[src/rtl/seq_alu.sv]
// ============================================================================
// Module   : seq_alu
// Purpose  : single-issue ALU with valid/ready handshake and multi-cycle HAMD
// Revision : 1.0
// ============================================================================
`default_nettype none

module seq_alu #(
   parameter int WIDTH = 32,
   parameter int CHUNK = 8
) (
   input  logic             clock,
   input  logic             resetn,
   input  logic             in_valid,
   output logic             in_ready,
   input  logic [WIDTH-1:0] a,
   input  logic [WIDTH-1:0] b,
   input  logic [3:0]       aluc,
   output logic             out_valid,
   input  logic             out_ready,
   output logic [WIDTH-1:0] s,
   output logic             z
);

   localparam int NCHUNK = WIDTH / CHUNK;
   localparam int IDX_W  = (NCHUNK > 1) ? $clog2(NCHUNK) : 1;
   localparam int ACC_W  = $clog2(WIDTH + 1);
   localparam int SHW    = $clog2(WIDTH);
   localparam logic [IDX_W-1:0] LAST_IDX = IDX_W'(NCHUNK - 1);

   localparam logic [1:0] IDLE = 2'd0;
   localparam logic [1:0] CALC = 2'd1;
   localparam logic [1:0] DONE = 2'd2;

   localparam logic [3:0] OP_ADD  = 4'b0000;
   localparam logic [3:0] OP_SUB  = 4'b0100;
   localparam logic [3:0] OP_AND  = 4'b0001;
   localparam logic [3:0] OP_OR   = 4'b0101;
   localparam logic [3:0] OP_XOR  = 4'b0010;
   localparam logic [3:0] OP_LUI  = 4'b0110;
   localparam logic [3:0] OP_SLL  = 4'b0011;
   localparam logic [3:0] OP_SRL  = 4'b0111;
   localparam logic [3:0] OP_SRA  = 4'b1111;
   localparam logic [3:0] OP_HAMD = 4'b1000;

   logic [1:0]       state_q, state_d;
   logic [WIDTH-1:0] s_q, s_d;
   logic             z_q, z_d;
   logic [ACC_W-1:0] acc_q, acc_d;
   logic [IDX_W-1:0] idx_q, idx_d;
   logic [WIDTH-1:0] x_q, x_d;

   logic             accept;
   logic [WIDTH-1:0] alu_res;
   logic [SHW-1:0]   shamt;
   logic             shift_big;
   logic [CHUNK-1:0] chunk_bits;
   logic [ACC_W-1:0] chunk_cnt;
   logic [ACC_W-1:0] hamd_sum;

   assign in_ready  = resetn & ((state_q == IDLE) | ((state_q == DONE) & out_ready));
   assign out_valid = (state_q == DONE);
   assign accept    = in_valid & in_ready;
   assign s         = s_q;
   assign z         = z_q;

   // Any shift amount at or beyond WIDTH saturates instead of wrapping.
   assign shamt     = a[SHW-1:0];
   assign shift_big = |(a >> SHW);

   always_comb begin
      alu_res = '0;
      case (aluc)
         OP_ADD: alu_res = a + b;
         OP_SUB: alu_res = a - b;
         OP_AND: alu_res = a & b;
         OP_OR:  alu_res = a | b;
         OP_XOR: alu_res = a ^ b;
         OP_LUI: alu_res = b << (WIDTH / 2);
         OP_SLL: alu_res = shift_big ? '0 : (b << shamt);
         OP_SRL: alu_res = shift_big ? '0 : (b >> shamt);
         OP_SRA: alu_res = shift_big ? {WIDTH{b[WIDTH-1]}}
                                     : $unsigned($signed(b) >>> shamt);
         default: alu_res = '0;
      endcase
   end

   always_comb begin
      chunk_bits = x_q[int'(idx_q)*CHUNK +: CHUNK];
      chunk_cnt  = '0;
      for (int k = 0; k < CHUNK; k++) begin
         chunk_cnt = chunk_cnt + ACC_W'(chunk_bits[k]);
      end
      hamd_sum = acc_q + chunk_cnt;
   end

   always_comb begin
      state_d = state_q;
      s_d     = s_q;
      z_d     = z_q;
      acc_d   = acc_q;
      idx_d   = idx_q;
      x_d     = x_q;
      case (state_q)
         IDLE, DONE: begin
            if (accept) begin
               if (aluc == OP_HAMD) begin
                  acc_d   = '0;
                  idx_d   = '0;
                  x_d     = a ^ b;
                  state_d = CALC;
               end else begin
                  s_d     = alu_res;
                  z_d     = ~|alu_res;
                  state_d = DONE;
               end
            end else if (state_q == DONE && out_ready) begin
               state_d = IDLE;
            end
         end
         CALC: begin
            acc_d = hamd_sum;
            idx_d = idx_q + IDX_W'(1);
            if (idx_q == LAST_IDX) begin
               s_d     = {{(WIDTH-ACC_W){1'b0}}, hamd_sum};
               z_d     = ~|hamd_sum;
               idx_d   = '0;
               state_d = DONE;
            end
         end
         default: state_d = IDLE;
      endcase
   end

   always_ff @(posedge clock or negedge resetn) begin
      if (!resetn) begin
         state_q <= IDLE;
         s_q     <= '0;
         z_q     <= 1'b1;
         acc_q   <= '0;
         idx_q   <= '0;
         x_q     <= '0;
      end else begin
         state_q <= state_d;
         s_q     <= s_d;
         z_q     <= z_d;
         acc_q   <= acc_d;
         idx_q   <= idx_d;
         x_q     <= x_d;
      end
   end

endmodule

`default_nettype wire
[config.mk]
export PLATFORM = sky130hd
export DESIGN_NAME = seq_alu
export DESIGN_NICKNAME = d
export VERILOG_FILES = /design/src/rtl/seq_alu.sv
export SDC_FILE = /design/constraint.sdc
export NUM_CORES = 1
export LEC_CHECK = 0
export CELL_PAD_IN_SITES_DETAIL_PLACEMENT = 2
export CELL_PAD_IN_SITES_GLOBAL_PLACEMENT = 2
export CORE_ASPECT_RATIO = 1.25
export CORE_UTILIZATION = 36
export DETAILED_ROUTE_END_ITERATION = 6
export PLACE_DENSITY_LB_ADDON = 0.1
export SLEW_MARGIN = 20
export SYNTH_ARGS = -nofsm -noshare
export SYNTH_HDL_FRONTEND = slang
export SYNTH_SLANG_ARGS = --single-unit
[constraint.sdc]
create_clock -name clock -period 6.68 [get_ports clock]
set_clock_uncertainty 0.2 [all_clocks]
set_input_delay 1.336 -clock clock [delete_from_list [all_inputs] [get_ports clock]]
set_output_delay 1.336 -clock clock [all_outputs]
set_load 0.01 [all_outputs]
==> flow_summary.yaml, run 1 <==
clock_tree:
  cts.path.max_buffers: 2
  cts_tree: "built"
  holdBufCountCts: 0
  worstSkewPairLatency_ns: 0.36
  postCtsSetupRepairBufs: 0
  root_buffer: "clkbuf_16"
  h-tree-depth: 3
  cts_sinks: 75
  cts.reportedPaths.clkPinSlew_ns: 0.06
  cts-buffers-inserted: 9
layout:
  layout-drive-gt1-share_pct: 21.4
  nets: 1890
  area_growth_pct: 26.2
  fin_util_pct: 46.2
floorplanning:
  die_w_um: 165
  die_h_um: 206
  core_um2: 32700
  ios: 107
  initial_core_util_pct: 36.6
  std_cell_rows: 74
  die_area_um2: 33900
global_routing:
  grt-ovfl-total: 0
  antenna_found_initial: 5
  grt_pass1_vias: 15400
  grt_pass1_wl_mm: 110
  grt_max_degree: 72
  track_usage_pct: 46.0
sta:
  slew_viol_final: 0
  hold_violations: 0
  min_period_over_period_pct: 96.3
  fmax_mhz: 155
  slew_headroom_pct: 26.7
  period_needed_ns: 6.43
  setup_violations: 0
  tightestPinTransition_ns: 1.09
  worst_slack_ns: 0.245
pwr:
  combPwrFrac_pct: 63.1
  power_density_nw_per_um2: 208
  netSwitchingFraction_pct: 46.9
  internal_power_uw: 1660
  leakagePower_uw: 0.00655
  ir_worst_vdd_uv: 586
  seq_power_share_pct: 21.3
  clockPowerShare_pct: 15.6
  net-switching-power_uw: 1470
logic_synthesis:
  synth_area_per_cell_um2: 8.01
  synth_area_leaders: "dfrtp_1 15%, ha_1 11%, mux4_2 9.8%, nand2_1 4.8%, o21ai_0 4.0%"
  synth_seq_area_share_pct: 15.7
  async_flop_share_pct: 100
  synth-seq-cells: 75
  synth_edf_count: 0
  netlist_area_um2: 12000
  yosysWarnings: 0
  synth_fp_nets: 1672
  synth_top_area_share_pct: 15.5
  syn_inst: 1491
  dominantRegCellSynth: "dfrtp_1"
  yosys.area.top_type: "dfrtp_1"
  synth_cell_types: 81
placement:
  hpwl_mm: 62.5
  dp_slack_ns: -0.364
  io_buffers: 106
  gp_congestion: 1.02
critical_path:
  cp.required_ns: 6.75
  r2r-start: "idx_q[0]$_DFFE_PN0P_"
  worstPathArrival_ns: 6.50
  crit_family: "simple AND/OR/NAND/NOR gates"
  end_kind: "register"
  cp_slowest_cell: "or4_4"
  path_class: "input port to register"
  cpPeakStageDelay_ns: 0.62
  crit_path_max_fanout: 4
  reg2reg_slack_ns: 1.19
  timing.critical_path.buf_inv: 5
  path_cells: "clkdlybuf4s50_1 -> or3_4 -> nand3b_1 -> nor2_1 -> nand2_1 -> nor2_1 -> buf_4 -> and3_1 -> inv_1 -> o21ai_0 -> xnor2_1 -> ha_1 -> a21oi_1 -> inv_1 -> a21oi_1 -> buf_4 -> nand3_1 -> a41oi_2 -> xor2_1 -> o211ai_1 -> or4_4 -> or4_1 -> o31ai_1"
  timing.critical_path.from: "b[5]"
  start_kind: "input port"
min_path:
  min_from: "s[2]$_DFFE_PN0P_"
  hold_path.class: "register to register"
detailed_routing:
  drt_wl_total_mm: 77.3
  firstDrtPassIters: 5
  ant_nets: 0
  post_drt_wl_per_cell_um: 36.3
  drcViolationCount: 0
  num_vias: 14500
  via_per_inst: 6.81
  drtIter0Drc: 1511
outcome:
  status: "finished, final reports clean"
run:
  drv_cap: 0
cells in the mapped netlist, types with 16 or more instances:
cell type / count
a211oi_1: 24
a21o_1: 18
a21oi_1: 91
a22o_1: 18
a22oi_1: 24
a31oi_1: 26
buf_2: 20
clkbuf_1: 87
dfrtp_1: 74
ha_1: 103
inv_1: 78
mux2_2: 40
mux2i_1: 47
mux4_2: 52
nand2_1: 154
nand3_1: 28
nor2_1: 114
nor3_1: 35
nor4_1: 16
o2111ai_1: 16
o211ai_1: 32
o21ai_0: 95
xnor2_1: 42
logic make-up after synthesis:
| kind of cell | Yosys count | share of synthesized area (%) |
|---|---|---|
| compound gates | 458 | 26.0 |
| xor+xnor | 56 | 4.10 |
| fa+ha+maj | 109 | 11.8 |
| buf+inv | 206 | 6.87 |
| flops | 75 | 15.7 |
| mux | 143 | 18.3 |
| simple gates | 444 | 17.3 |
what timing repair did:
action	CTS	global route
gates resized for setup	1	7
pin swaps	0	0
endpoints found under the hold margin	0	0
endpoints found under the setup margin	1	1
worst paths after layout:
check | depth (start not counted) | endpoint
min in group asynchronous | 1 | x_q[20]$_DFFE_PN0P_
hold / removal | 1 | s[2]$_DFFE_PN0P_
setup reg to reg | 16 | z$_DFFE_PN1P_
max in group asynchronous | 2 | x_q[13]$_DFFE_PN0P_
hold reg to reg | 1 | s[2]$_DFFE_PN0P_
setup / recovery | 23 | z$_DFFE_PN1P_
cell type report:
cell class              count  area, um2
diodes                      3       7.51
clock buffers               9        225
clock inverters             5       56.3
fillers                  3699      17600
inverters                  81        304
multi-input cells        1210       9310
flip-flops and latches     75       1880
well taps                 418        523
repair buffers            332       2780
per-layer routing:
layer | up-vias | GRT usage, % | part of all wire, %
li1 | 6033 | - | -
met1 | 7391 | 52.1 | 37
met2 | 814 | 76.3 | 47
met3 | 291 | 7.48 | 7.5
met4 | 2 | 36.8 | 9.4
met5 | - | 0 | 0.017
power by group through the flow:
stage          logic (uW)  registers [uW]  clock network, uW
2_1_floorplan        1010             632                  0
3_3_place_gp         1820             663                  0
3_5_place_dp         1920             673                  0
4_1_cts              1950             667                497
5_1_grt              2090             680                508
6_report             1980             666                489
registers in the layout (all words and copies together), names as in the netlist:
register and count:
x_q 32, s 32, z 1, acc_q 6, idx_q 2, state_q 2
through the flow:
stage | hold slack [ns] | instances | area (um2) | setup TNS, ns | total power (uW)
global route | 0.331 | 2130 | 15100 | -0.0113 | 3280
CTS | 0.295 | 2130 | 15000 | 0 | 3110
floorplan | 0.253 | 1491 | 12000 | 0 | 1640
finish | 0.298 | 2133 | 15100 | 0 | 3130
global placement | 0.275 | 2116 | 14800 | -0.150 | 2480
detailed placement | 0.282 | 2116 | 14800 | -0.364 | 2590
cells in the final DEF, fill, tap and decap left out, drive strengths merged, types with 18 or more instances in the layout:
| cell type | netlist | routed |
|---|---|---|
| a21oi | 91 | 91 |
| dfrtp | 74 | 74 |
| clkdlybuf4s50 | 0 | 101 |
| a21o | 18 | 18 |
| mux2i | 47 | 47 |
| ha | 103 | 103 |
| a211oi | 24 | 24 |
| xnor2 | 42 | 42 |
| nand3 | 28 | 28 |
| mux2 | 41 | 41 |
| nor2 | 115 | 115 |
| a31oi | 26 | 26 |
| nor3 | 35 | 35 |
| o211ai | 32 | 32 |
| buf | 38 | 231 |
| nand2 | 154 | 154 |
| mux4 | 55 | 55 |
| o21ai | 96 | 96 |
| a22o | 18 | 18 |
| inv | 78 | 78 |
| a22oi | 24 | 24 |
Note: power is estimated with default switching activity, not from simulation.
==> inputs of run 2 (changes only) <==
- CTS_CLUSTER_DIAMETER: not set -> 120
==> results of run 2 <==
Final layout, timing and power as in run 1 (identical DEF).
